--- config.mk ---
export PLATFORM = sky130hd
export DESIGN_NAME = iq_interleaver_flat
export DESIGN_NICKNAME = d
export VERILOG_FILES = /design/src/rtl/iq_interleaver_pkg.sv /design/src/rtl/iq_interleaver_if.sv /design/src/rtl/iq_interleaver_pair_fifo.sv /design/src/rtl/iq_interleaver.sv /design/src/flat_wrapper.sv
export SDC_FILE = /design/constraint.sdc
export NUM_CORES = 1
export LEC_CHECK = 0
export BUFFER_PORTS_ARGS = -buffer_cell sky130_fd_sc_hd__buf_2
export CAP_MARGIN = 15
export CORE_UTILIZATION = 47
export CTS_BUF_LIST = sky130_fd_sc_hd__clkbuf_16
export DETAILED_ROUTE_END_ITERATION = 16
export HOLD_SLACK_MARGIN = 0.08
export SLEW_MARGIN = 20
export SYNTH_ARGS = -nofsm -noshare
export SYNTH_HDL_FRONTEND = slang
export SYNTH_SLANG_ARGS = --single-unit
--- constraint.sdc ---
create_clock -name M100CLK -period 4.1 [get_ports M100CLK]
set_clock_uncertainty 0.05 [all_clocks]
set_input_delay 0.205 -clock M100CLK [delete_from_list [all_inputs] [get_ports M100CLK]]
set_output_delay 0.205 -clock M100CLK [all_outputs]
set_load 0.01 [all_outputs]
--- src/rtl/iq_interleaver_pkg.sv ---
// Shared types for the I/Q write-side interleaver: sample width default and FSM state encoding.
package iq_interleaver_pkg;

    localparam int unsigned IQ_W_DEF = 16;

    typedef enum logic [1:0] {
        IDLE   = 2'd0,
        SEND_Q = 2'd1,
        SEND_I = 2'd2
    } state_t;

endpackage

--- src/rtl/iq_interleaver_if.sv ---
// Sample-in and SDRAM-write-out handshake bundle; slave is the interleaver's view, master the environment's.
interface iq_interleaver_if #(
    parameter int unsigned IQ_W = 16
);
    logic            iq_valid;
    logic            iq_ready;
    logic [IQ_W-1:0] i_in;
    logic [IQ_W-1:0] q_in;
    logic            wr_valid;
    logic            wr_ready;
    logic [IQ_W-1:0] wr_data;
    logic            wr_last;

    modport slave (
        input  iq_valid, i_in, q_in, wr_ready,
        output iq_ready, wr_valid, wr_data, wr_last
    );

    modport master (
        output iq_valid, i_in, q_in, wr_ready,
        input  iq_ready, wr_valid, wr_data, wr_last
    );
endinterface

--- src/rtl/iq_interleaver_pair_fifo.sv ---
// DEPTH x W show-ahead FIFO of {Q,I} pairs with synchronous clear and async active-low reset.
module iq_pair_fifo #(
    parameter int unsigned W     = 32,
    parameter int unsigned DEPTH = 16,
    parameter int unsigned AW    = $clog2(DEPTH)
) (
    input  logic         clk,
    input  logic         rst_n,
    input  logic         clr,
    input  logic         push,
    input  logic         pop,
    input  logic [W-1:0] wdata,
    output logic [W-1:0] rdata,
    output logic         full,
    output logic         empty,
    output logic [AW:0]  count
);
    logic [W-1:0]  mem_q [DEPTH];
    logic [AW-1:0] wr_ptr_q, wr_ptr_d;
    logic [AW-1:0] rd_ptr_q, rd_ptr_d;
    logic [AW:0]   count_q, count_d;
    logic          do_push, do_pop;

    assign full  = (count_q == (AW+1)'(DEPTH));
    assign empty = (count_q == '0);
    assign count = count_q;
    assign rdata = mem_q[rd_ptr_q];

    always_comb begin
        do_push  = push && !full;
        do_pop   = pop && !empty;
        wr_ptr_d = wr_ptr_q;
        rd_ptr_d = rd_ptr_q;
        count_d  = count_q;
        if (clr) begin
            wr_ptr_d = '0;
            rd_ptr_d = '0;
            count_d  = '0;
        end else begin
            if (do_push) wr_ptr_d = wr_ptr_q + AW'(1);
            if (do_pop)  rd_ptr_d = rd_ptr_q + AW'(1);
            unique case ({do_push, do_pop})
                2'b10:   count_d = count_q + (AW+1)'(1);
                2'b01:   count_d = count_q - (AW+1)'(1);
                default: count_d = count_q;
            endcase
        end
    end

    always_ff @(posedge clk or negedge rst_n) begin
        if (!rst_n) begin
            wr_ptr_q <= '0;
            rd_ptr_q <= '0;
            count_q  <= '0;
        end else begin
            wr_ptr_q <= wr_ptr_d;
            rd_ptr_q <= rd_ptr_d;
            count_q  <= count_d;
        end
    end

    always_ff @(posedge clk) begin
        if (do_push && !clr) mem_q[wr_ptr_q] <= wdata;
    end

endmodule

--- src/rtl/iq_interleaver.sv ---
// Buffers I/Q pairs and writes them to SDRAM as Q then I words with burst-end marking.
// Define IQ_TWOS_COMP_EN for two's-complement inputs (MSB flipped to offset-binary at FIFO write).
module iq_interleaver
    import iq_interleaver_pkg::*;
#(
    parameter int unsigned IQ_W        = IQ_W_DEF,
    parameter int unsigned DEPTH       = 16,
    parameter int unsigned BURST_PAIRS = 256
) (
    input  logic                     M100CLK,
    input  logic                     reset_n,
    input  logic                     flush,
    iq_interleaver_if.slave          bus,
    output logic                     overflow,
    output logic [$clog2(DEPTH):0]   fill_level
);
    localparam int unsigned AW = $clog2(DEPTH);
    localparam int unsigned BW = (BURST_PAIRS > 1) ? $clog2(BURST_PAIRS) : 1;
    localparam logic [BW-1:0] BURST_LAST = BW'(BURST_PAIRS - 1);

    state_t            state_q, state_d;
    logic [IQ_W-1:0]   wr_data_q, wr_data_d;
    logic              wr_valid_q, wr_valid_d;
    logic              wr_last_q, wr_last_d;
    logic [IQ_W-1:0]   i_hold_q, i_hold_d;
    logic [BW-1:0]     burst_q, burst_d;
    logic              overflow_q, overflow_d;

    logic              fifo_full, fifo_empty, push, pop;
    logic [2*IQ_W-1:0] fifo_wdata, fifo_rdata;
    logic [IQ_W-1:0]   w_i, w_q;
    logic [AW:0]       fifo_count;

`ifdef IQ_TWOS_COMP_EN
    localparam logic [IQ_W-1:0] MSB_MASK = {1'b1, {(IQ_W-1){1'b0}}};
    assign w_i = bus.i_in ^ MSB_MASK;
    assign w_q = bus.q_in ^ MSB_MASK;
`else
    assign w_i = bus.i_in;
    assign w_q = bus.q_in;
`endif

    assign fifo_wdata   = {w_q, w_i};
    assign bus.iq_ready = !fifo_full;
    assign push         = bus.iq_valid && !fifo_full && !flush;
    assign bus.wr_valid = wr_valid_q;
    assign bus.wr_data  = wr_data_q;
    assign bus.wr_last  = wr_last_q;
    assign overflow     = overflow_q;
    assign fill_level   = fifo_count;

    iq_pair_fifo #(
        .W     (2*IQ_W),
        .DEPTH (DEPTH),
        .AW    (AW)
    ) u_fifo (
        .clk   (M100CLK),
        .rst_n (reset_n),
        .clr   (flush),
        .push  (push),
        .pop   (pop),
        .wdata (fifo_wdata),
        .rdata (fifo_rdata),
        .full  (fifo_full),
        .empty (fifo_empty),
        .count (fifo_count)
    );

    always_comb begin
        state_d    = state_q;
        wr_data_d  = wr_data_q;
        wr_valid_d = wr_valid_q;
        wr_last_d  = wr_last_q;
        i_hold_d   = i_hold_q;
        burst_d    = burst_q;
        pop        = 1'b0;
        overflow_d = overflow_q | (bus.iq_valid & fifo_full);
        if (flush) begin
            state_d    = IDLE;
            wr_data_d  = '0;
            wr_valid_d = 1'b0;
            wr_last_d  = 1'b0;
            i_hold_d   = '0;
            burst_d    = '0;
            overflow_d = 1'b0;
        end else begin
            unique case (state_q)
                IDLE: begin
                    if (!fifo_empty) begin
                        pop        = 1'b1;
                        wr_data_d  = fifo_rdata[2*IQ_W-1 -: IQ_W];
                        i_hold_d   = fifo_rdata[IQ_W-1:0];
                        wr_valid_d = 1'b1;
                        state_d    = SEND_Q;
                    end else begin
                        wr_valid_d = 1'b0;
                    end
                end
                SEND_Q: begin
                    if (bus.wr_ready) begin
                        wr_data_d = i_hold_q;
                        wr_last_d = (burst_q == BURST_LAST);
                        state_d   = SEND_I;
                    end
                end
                SEND_I: begin
                    if (bus.wr_ready) begin
                        burst_d   = (burst_q == BURST_LAST) ? '0 : burst_q + BW'(1);
                        wr_last_d = 1'b0;
                        // Chain straight into the next pair so the word stream has no bubble.
                        if (!fifo_empty) begin
                            pop       = 1'b1;
                            wr_data_d = fifo_rdata[2*IQ_W-1 -: IQ_W];
                            i_hold_d  = fifo_rdata[IQ_W-1:0];
                            state_d   = SEND_Q;
                        end else begin
                            wr_valid_d = 1'b0;
                            state_d    = IDLE;
                        end
                    end
                end
                default: state_d = IDLE;
            endcase
        end
    end

    always_ff @(posedge M100CLK or negedge reset_n) begin
        if (!reset_n) begin
            state_q    <= IDLE;
            wr_data_q  <= '0;
            wr_valid_q <= 1'b0;
            wr_last_q  <= 1'b0;
            i_hold_q   <= '0;
            burst_q    <= '0;
            overflow_q <= 1'b0;
        end else begin
            state_q    <= state_d;
            wr_data_q  <= wr_data_d;
            wr_valid_q <= wr_valid_d;
            wr_last_q  <= wr_last_d;
            i_hold_q   <= i_hold_d;
            burst_q    <= burst_d;
            overflow_q <= overflow_d;
        end
    end

endmodule

--- src/flat_wrapper.sv ---
// flat-port wrapper written by rule: the top's interface ports become plain ports
module iq_interleaver_flat import iq_interleaver_pkg::*;
#(
    parameter int unsigned IQ_W        = IQ_W_DEF,
    parameter int unsigned DEPTH       = 16,
    parameter int unsigned BURST_PAIRS = 256
)
  (M100CLK, reset_n, flush, overflow, fill_level, bus_iq_valid, bus_i_in, bus_q_in, bus_wr_ready, bus_iq_ready, bus_wr_valid, bus_wr_data, bus_wr_last);
  iq_interleaver_if #(.IQ_W(IQ_W)) bus_i ();
  input  logic M100CLK;
  input  logic reset_n;
  input  logic flush;
  output logic overflow;
  output logic [$clog2(DEPTH):0] fill_level;
  input wire logic [$bits(bus_i.iq_valid)-1:0] bus_iq_valid;
  input wire logic [$bits(bus_i.i_in)-1:0] bus_i_in;
  input wire logic [$bits(bus_i.q_in)-1:0] bus_q_in;
  input wire logic [$bits(bus_i.wr_ready)-1:0] bus_wr_ready;
  output wire logic [$bits(bus_i.iq_ready)-1:0] bus_iq_ready;
  output wire logic [$bits(bus_i.wr_valid)-1:0] bus_wr_valid;
  output wire logic [$bits(bus_i.wr_data)-1:0] bus_wr_data;
  output wire logic [$bits(bus_i.wr_last)-1:0] bus_wr_last;
  assign bus_i.iq_valid = bus_iq_valid;
  assign bus_i.i_in = bus_i_in;
  assign bus_i.q_in = bus_q_in;
  assign bus_i.wr_ready = bus_wr_ready;
  assign bus_iq_ready = bus_i.iq_ready;
  assign bus_wr_valid = bus_i.wr_valid;
  assign bus_wr_data = bus_i.wr_data;
  assign bus_wr_last = bus_i.wr_last;
  iq_interleaver #(.IQ_W(IQ_W), .DEPTH(DEPTH), .BURST_PAIRS(BURST_PAIRS)) u_core (.M100CLK(M100CLK), .reset_n(reset_n), .flush(flush), .bus(bus_i), .overflow(overflow), .fill_level(fill_level));
endmodule
After elaboration in Yosys (flattened, before gate mapping)
Memory sizes are Yosys's and may differ from the RTL's.
Cells that the tools add are included.
{"block": "op_classes", "add_sub_neg": 5, "eq_ne": 10, "mux": 40, "bitwise_logic": 2, "n_reduce_logical": 24}
{"op": "16-bit 2-to-1 mux", "count": 7}
{"op": "16-bit one-hot mux with 3 select lines", "count": 1}
{"op": "8-bit 2-to-1 mux", "count": 4}
{"op": "16-bit one-hot mux with 2 select lines", "count": 1}
{"op": "4-bit 2-to-1 mux", "count": 4}
{"op": "1-bit 2-to-1 mux", "count": 13}
{"op": "3-bit AND reduction", "count": 4}
{"op": "5-bit one-hot mux with 2 select lines", "count": 1}
{"op": "3-bit != test (second input constant)", "count": 3}
{"op": "3-bit nonzero test", "count": 3}
{"op": "4-bit by 1-bit adder with 4-bit output (second input constant)", "count": 2}
{"op": "8-bit by 1-bit adder with 8-bit output (second input constant)", "count": 1}
{"op": "8-bit equality test (second input constant)", "count": 1}
{"op": "2-bit 2-to-1 mux", "count": 4}
{"op": "2-bit nonzero test", "count": 4}
{"op": "1-bit one-hot mux with 2 select lines", "count": 3}
{"op": "2-bit one-hot mux with 3 select lines", "count": 1}
{"op": "5-bit by 1-bit adder with 5-bit output (second input constant)", "count": 1}
{"op": "5-bit equality test (second input constant)", "count": 1}
{"op": "1-bit logical AND", "count": 5}
{"op": "5-bit zero test", "count": 1}
{"op": "5-bit 2-to-1 mux", "count": 1}
{"op": "5-bit by 1-bit subtractor with 5-bit output (second input constant)", "count": 1}
{"op": "2-bit by 1-bit equality test with 1-bit output (second input constant)", "count": 2}
{"op": "8 further kinds", "count": 12}
{"block": "totals", "ff_bits": 58, "ramBits": 512, "input_bits": 37, "output_inout_bits": 25, "wordCells": 92, "memories": 1}
{"name": "u_core.u_fifo.mem_q", "depth": 16, "word_bits": 32, "read_ports": 1, "rd_clocked_by_memory_dff": 0, "write_ports": 1, "line": "iq_interleaver_pair_fifo.sv:18", "rtl": "logic [W-1:0] mem_q [DEPTH];"}

Logic depth before layout (Yosys ltp)
Gate-level depths: netlist (run 1).
{"block": "logic_depth", "depth_word": 9, "ltp_mapped": 14, "depth_no_buf": 12}

Modules after synthesis
From an unflattened synthesis (run 1), not the netlist that was laid out.
{"block": "unflattened", "hier_cells": 1107, "area_unflattened_um2": 22271.4}
{"mod": "iq_pair_fifo", "n_inst": 1, "cells_each": 909, "area_per_inst_um2": 20179.4, "seq_area_each_um2": 15700.1}
{"mod": "iq_interleaver", "n_inst": 1, "cells_each": 198, "area_per_inst_um2": 2092.0, "seq_area_each_um2": 1126.1}

Least setup slack after synthesis (run 1)
Ideal clock, no wire load.
{"block": "synth_path", "path_type": "reg2reg", "start": "register u_core.u_fifo.count_q[0] (netlist: u_core.u_fifo.count[0])", "end": "memory u_core.u_fifo.mem_q[10][0], enable pin", "setup_ns": 0.421, "arrival_ns": 2.502, "t_required_ns": 3.629, "slack_ns": 1.127, "stages_incl_launch_ff": 6, "n_path_buf": 0, "period_less_slack_ns": 2.973, "path_cell_list": "dfrtp_1 > or4_4 > o21ai_1 > nor2_1 > nand3b_1 > nor2_1"}
{"block": "synth_between", "elab_chain_cells": 8}
{"item": "start: declaration", "line": "iq_interleaver_pair_fifo.sv:21", "rtl": "logic [AW:0] count_q, count_d;"}
{"item": "start signal: assignment", "line": "iq_interleaver_pair_fifo.sv:58", "rtl": "count_q <= count_d;"}
{"item": "5-bit equality test (*)", "line": "iq_interleaver_pair_fifo.sv:24", "rtl": "assign full = (count_q == (AW+1)'(DEPTH));"}
{"item": "1-bit zero test (*)", "line": "iq_interleaver_pair_fifo.sv:30, iq_interleaver.sv:45"}
{"item": "1-bit logical AND (2 in a row)", "line": "iq_interleaver.sv:45", "rtl": "assign push = bus.iq_valid && !fifo_full && !flush;"}
{"item": "1-bit logical AND (*)", "line": "iq_interleaver_pair_fifo.sv:30", "rtl": "do_push = push && !full;"}
{"item": "1-bit logical AND (*)", "line": "iq_interleaver_pair_fifo.sv:63", "rtl": "if (do_push && !clr) mem_q[wr_ptr_q] <= wdata;"}
{"item": "1-bit 2-to-1 mux (*)", "line": "iq_interleaver_pair_fifo.sv:63"}
{"item": "1-bit 2-to-1 mux (not written as such) (*)", "line": "iq_interleaver_pair_fifo.sv:63"}
{"item": "end: declaration", "line": "iq_interleaver_pair_fifo.sv:18"}
Mark *: on every way between the ends. The rest lies on a longest branch, timed or not.

Worst setup path in the final report (run 1)
{"block": "layout_path", "start": "register u_core.u_fifo.count_q[1] (netlist: u_core.u_fifo.count[1])", "end": "memory u_core.u_fifo.mem_q[9][6], enable pin"}
The elaborated chain is that of the path after synthesis.

==> metrics.yaml, run 1 <==
vias: 11220
drt-vias-per-instance: 5.825
die_area_sq_um: 48720
top_layer: "met4"
synthTopCellsByCount: "512 x edfxtp_1, 104 x mux4_2, 60 x mux2i_1, 59 x nor2_1, 58 x dfrtp_1"
drt-initial-drc-count: 947
globalplace.congestion: 0.7718
timing.fmax_mhz: 330.2
outcome: "finished, violations left"
rsz0062_at_grt: "no"
start_util_pct: 47.99
multiInputGateArea_sq_um: 5339
drt_pass1_iterations: 13
ys_async_sr_fraction_pct: 10.18
synth_nets: 1211
die_y_um: 220.7
yosysWarnings: 0
clock_latency_ns: 0.61
nets: 1322
wl_met1_um: 22160
clk_pin_slew_ns: 0.06
min_period_over_period_pct: 73.86
critPathMaxFanout: 23
met3_wirelength_um: 2669
post-route-min-period_ns: 3.028
coreArea_sq_um: 46850
routed_wl_um: 49430
synthTopCellsByArea: "edfxtp_1 68%, mux4_2 10%, dfrtp_1 6.5%"
grt_pass1_wl_um: 73400
setup_viol: 0
crit_arrival_ns: 3.28
yosysTopAreaCell: "edfxtp_1"
io_pins: 62
cp-end-kind: "flop"
clk_path_buf_depth: 3
gr-total-overflow: 0
htree_levels: 2
worstMarginPinSlew_ns: 1.076
synth_edf_count: 512
layout-drive-gt1-share_pct: 24.62
slew_headroom_pct: 28.26
timing.final.ws_setup_ns: 1.072
numCtsBuffers: 58
portBuffers: 61
synth_ff_type: "edfxtp_1"
syn2layout_area_growth_pct: 14.44
dp_slack_ns: 1.064
violations: "DRC"
crit_type: "reg2reg"
num_rows: 79
die_w_um: 220.7
route.met2.wl_um: 23610
syn_area_per_cell_sq_um: 19.37
fillerInstances: 3608
powerDensity_nw_per_um2: 606.3
ir_worst_vdd_mv: 0.3496
seq_area_frac_synth_pct: 74.84
synth.most_common_cell: "edfxtp_1"
n_antenna_cell: 0
syn_area_sq_um: 22480
grt_max_degree: 70
p_leak_nw: 8.562
cts.sinks: 570
ys_types: 64
antenna_found_initial: 0
drtAntennaViolNets: 0
track_usage_pct: 20.84
drv_slew: 0
required_ns: 4.35
yosysTopAreaCellShare_pct: 68.38
avgRoutedWirePerCell_um: 25.65
setup-tns-final_ns: 0
tritoncts: "done"
cap_violations: 0
hpwlAfterDp_um: 28030
first_global_vias: 11320
hold_viol_final: 0
synthCells: 1161
hold_path_class: "in2async"
area.sequential_sq_um: 16840
cts-root-buf: "clkbuf_16"
start_kind: "flop"
route.detailed.drc: 3
postSynthRegisterBits: 570
==> worst max-delay path, cell delays in order, from the launching register on <==
cell and delay (ns):
dfrtp_1 0.56, or4_4 0.26, o21ai_1 0.15, nor2_1 0.16, nand3b_1 0.32, nor2_4 0.87
buf_4 0.34
==> routing by layer <==
layer	track usage, %	vias to the layer above
li1	-	4946
met1	29.98	5917
met2	33.16	294
met3	3.368	67
met4	5.731	0
met5	0	-
==> sequential cells by signal, indices dropped and copies added (netlist names) <==
name / count
u_core.u_fifo.mem_q: 512
u_core.state_q: 2
u_core.bus.wr_data: 16
u_core.i_hold_q: 16
u_core.bus.wr_last: 1
u_core.bus.wr_valid: 1
u_core.overflow: 1
u_core.u_fifo.count: 5
u_core.burst_q: 8
u_core.u_fifo.rd_ptr_q: 4
u_core.u_fifo.wr_ptr_q: 4
==> cell families after synthesis <==
family / share of synthesized area (%)
mux: 14.26
xor+xnor: 0.6232
flops: 74.84
compound gates: 4.374
fa+ha+maj: 0.7234
buf+inv: 1.653
simple gates: 3.534
==> final timing paths <==
path                                             endpoint  slack, ns              startpoint  cells after the start
worst min-delay path               u_core.u_fifo.count[4]        0.1                 reset_n                      2
max in group asynchronous       u_core.u_fifo.rd_ptr_q[0]       3.11                 reset_n                      3
min in group M100CLK            u_core.u_fifo.rd_ptr_q[2]       0.43                   flush                      3
worst min register to register            u_core.overflow       0.45         u_core.overflow                      2
worst max register to register  u_core.u_fifo.mem_q[9][6]       1.07  u_core.u_fifo.count[1]                      6
worst max-delay path            u_core.u_fifo.mem_q[9][6]       1.07  u_core.u_fifo.count[1]                      6
==> where the power goes <==
group / total [mW] / leakage, nW / internal [mW] / switching (mW)
clock network: 5.24 / 0.987 / 3.04 / 2.20
registers: 6.94 / 5.38 / 6.59 / 0.352
logic: 3.42 / 2.19 / 1.55 / 1.87
total: 15.6 / 8.56 / 11.2 / 4.42
==> cells in the final DEF (no fill, tap or decap), types with 10 or more instances in the layout <==
cell type	n
ha_1	13
nor2_1	55
nand2_1	44
clkinv_2	15
mux2i_1	60
inv_1	26
buf_2	60
a22oi_1	23
buf_4	19
and2_2	10
edfxtp_1	512
mux4_2	104
xor2_1	10
a21oi_1	19
dfrtp_1	55
a311oi_1	17
mux2_2	22
a21o_1	17
o21ai_0	14
dlygate4sd3_1	36
o22ai_1	16
clkbuf_16	59
==> stage by stage <==
| stage | util, % | total power, mW | hold WS [ns] | std cells | cell area [sq um] |
|---|---|---|---|---|---|
| after floorplan | - | 9.397 | -0.1406 | 1161 | 22480 |
| after global placement | 50.10 | 10.48 | 0.4021 | 1783 | 23480 |
| after detailed placement | 50.10 | 10.50 | 0.4199 | 1783 | 23480 |
| after CTS | 54.91 | 15.73 | 0.3159 | 1927 | 25720 |
| after global routing | 54.92 | 16.20 | 0.1636 | 1927 | 25730 |
| final | 54.92 | 15.60 | 0.09925 | 1927 | 25730 |
==> cell type report <==
cell class / instances / area share, %
Sequential cell: 570 / 65.44
Multi-Input combinational cell: 513 / 20.75
Clock buffer: 59 / 5.738
Inverter: 11 / 0.1605
Timing Repair Buffer: 118 / 3.355
Clock inverter: 49 / 1.605
Tap cell: 607 / 2.952
==> repair_timing <==
| item | 4_1_cts | 5_1_grt |
|---|---|---|
| hold endpoints to repair | 560 | 0 |
| resized for setup | 0 | 0 |
| hold buffers | 36 | 0 |
| setup buffers | 0 | 0 |
No activity file was read; power rests on OpenSTA's default activity.
==> run 2: changes to the inputs <==
==> constraint.sdc (replaced) <==
create_clock -name M100CLK -period 3 [get_ports M100CLK]
set_clock_uncertainty 0.05 [all_clocks]
set_input_delay 0.15 -clock M100CLK [delete_from_list [all_inputs] [get_ports M100CLK]]
set_output_delay 0.15 -clock M100CLK [all_outputs]
set_load 0.01 [all_outputs]
==> metrics.yaml, run 2 (synthesis results as in run 1) <==
io_pins: 62  # unchanged
route.detailed.drc: 3  # unchanged
rr_endpoint: "u_core.u_fifo.count[4]"
clock_latency_ns: 0.62  # about the same
timing.final.ws_setup_ns: 0.2235  # -0.8483 ns
layout-drive-gt1-share_pct: 26.92  # +2.3 points
start_util_pct: 47.99  # unchanged
cap_violations: 0  # unchanged
stdcell_count: 1974  # +2.4%
tritoncts: "done"
routed_wl_um: 50690  # +2.6%
grt_pass1_wl_um: 75710  # +3.1%
ir_worst_vdd_mv: 0.4537  # +30%
vias: 11460  # +2.1%
final_common_cell: "edfxtp_1"
placedCellCount: 1828  # +2.5%
cts-root-buf: "clkbuf_16"
powerDensity_nw_per_um2: 824.1  # +36%
regToRegSetupSlack_ns: 0.22  # -0.85 ns
setup_viol: 0  # unchanged
min_period_over_period_pct: 92.55  # +19 points
timing.critical_path.from: "u_core.u_fifo.count[2]"
critPathMaxFanout: 5  # -78%
nets: 1370  # +3.6%
slew_headroom_pct: 26.83  # -1.4 points
top_register: "u_core.u_fifo.mem_q"
post-route-min-period_ns: 2.776  # -0.2517 ns
antenna_found_initial: 0  # unchanged
largest_register_ffs: 512  # unchanged
avgRoutedWirePerCell_um: 25.68  # +0.12%
cp-end-kind: "flop"
clk_pin_slew_ns: 0.06  # about the same
track_usage_pct: 21.44  # +0.60 points
setup-tns-final_ns: 0  # unchanged
violations: "DRC"
coreArea_sq_um: 46850  # unchanged
p_leak_nw: 8.870  # +3.6%
cts.sinks: 570  # unchanged
hold_viol_final: 0  # unchanged
htree_levels: 2  # unchanged
fillerInstances: 3609  # +0.028%
syn2layout_area_growth_pct: 17.24
holdPathEnd: "u_core.u_fifo.mem_q[7][8]"
drtAntennaViolNets: 0  # unchanged
numCtsBuffers: 58  # unchanged
drv_slew: 0  # unchanged
required_ns: 3.43  # -0.92 ns
n_antenna_cell: 0  # unchanged
start_kind: "flop"
power_mw: 21.72  # +39%
crit_type: "reg2reg"
final_cell_mix: "512 x edfxtp_1, 104 x mux4_2, 61 x buf_2"
die_area_sq_um: 48720  # unchanged
outcome: "finished, violations left"
crit_arrival_ns: 3.21  # -0.07 ns
die_w_um: 220.7  # unchanged
timing.fmax_mhz: 360.2  # +9.1%
hp-start: "bus_i_in[8]"
die_y_um: 220.7  # unchanged
rsz0062_at_grt: "no"
worstHoldPathCells: 2
drt-vias-per-instance: 5.806  # -0.31%
drt-initial-drc-count: 1064  # +12%
num_rows: 79  # unchanged
portBuffers: 61  # unchanged
hold_path_class: "in2reg"
r2r_cells: 10  # +4
dp_slack_ns: 0.1909  # -0.8734 ns
gr-total-overflow: 0  # unchanged
globalplace.congestion: 0.7726  # +0.10%
grt_max_degree: 39  # -44%
worstMarginPinSlew_ns: 1.098  # +0.02139 ns
first_global_vias: 11700  # +3.4%
hpwlAfterDp_um: 30070  # +7.3%
r2r-start: "u_core.u_fifo.count[2]"
drt_pass1_iterations: 11  # -2
clk_path_buf_depth: 3  # unchanged
-- run 2: metrics by stage --
stage,instance area (sq um),utilization (%),hold slack [ns]
2_1_floorplan,22480,-,-0.1956
3_3_place_gp,24030,51.28,0.1400
3_5_place_dp,24030,51.28,0.1406
4_1_cts,26360,56.26,0.3834
5_1_grt,26360,56.26,0.4146
6_report,26360,56.26,0.4165
-- run 2: how the worst max path moves through the flow --
stage,depth (start not counted),to
2_1_floorplan,5,u_core.u_fifo.mem_q[10][0]
3_5_place_dp,12,u_core.u_fifo.count[4]
4_1_cts,12,u_core.u_fifo.count[4]
6_report,10,u_core.u_fifo.count[4]
5_1_grt,10,u_core.u_fifo.count[4]
3_3_place_gp,12,u_core.u_fifo.count[4]
-- run 2: timing repair --
item | 4_1_cts | 5_1_grt
hold buffers | 39 | 0
setup buffers | 0 | 0
hold endpoints to repair | 590 | 0
setup endpoints to repair | 0 | 1
resized for setup | 0 | 2
-- run 2: layout make-up --
cell class	instances	area [sq um]	share of cell area, %
inverter	11	41.29	0.1566
timing repair buffer	166	1451	5.506
sequential	570	16840	63.88
clock inverter	48	455.4	1.728
tap	607	759.5	2.881
multi-input combinational	513	5338	20.25
clock buffer	59	1476	5.601
-- run 2: power by group --
part / switching [mW] / leakage [nW] / internal, mW
combinational: 2.65 / 2.49 / 2.39
clock: 2.96 / 1.00 / 4.33
sequential: 0.384 / 5.38 / 9.01
total: 6.00 / 8.87 / 15.7
-- run 2: critical path, cell delays in order (launching register included) --
cell	delay [ns]
dfrtp_1	0.44
or4_4	0.55
o221a_2	0.30
nor2b_1	0.16
xor2_1	0.15
ha_1	0.23
or3_1	0.31
a21oi_1	0.19
a32oi_2	0.07
xnor2_1	0.15
nor2_1	0.05
-- run 2: layer usage --
metal  GRT usage [%]  vias up  part of all wire, %
met5               0        -                    0
met2           34.85      302                   49
met4           4.475        0                  1.4
met1           30.65     6065                   45
li1                -     5046                    -
met3           3.588       49                  5.1
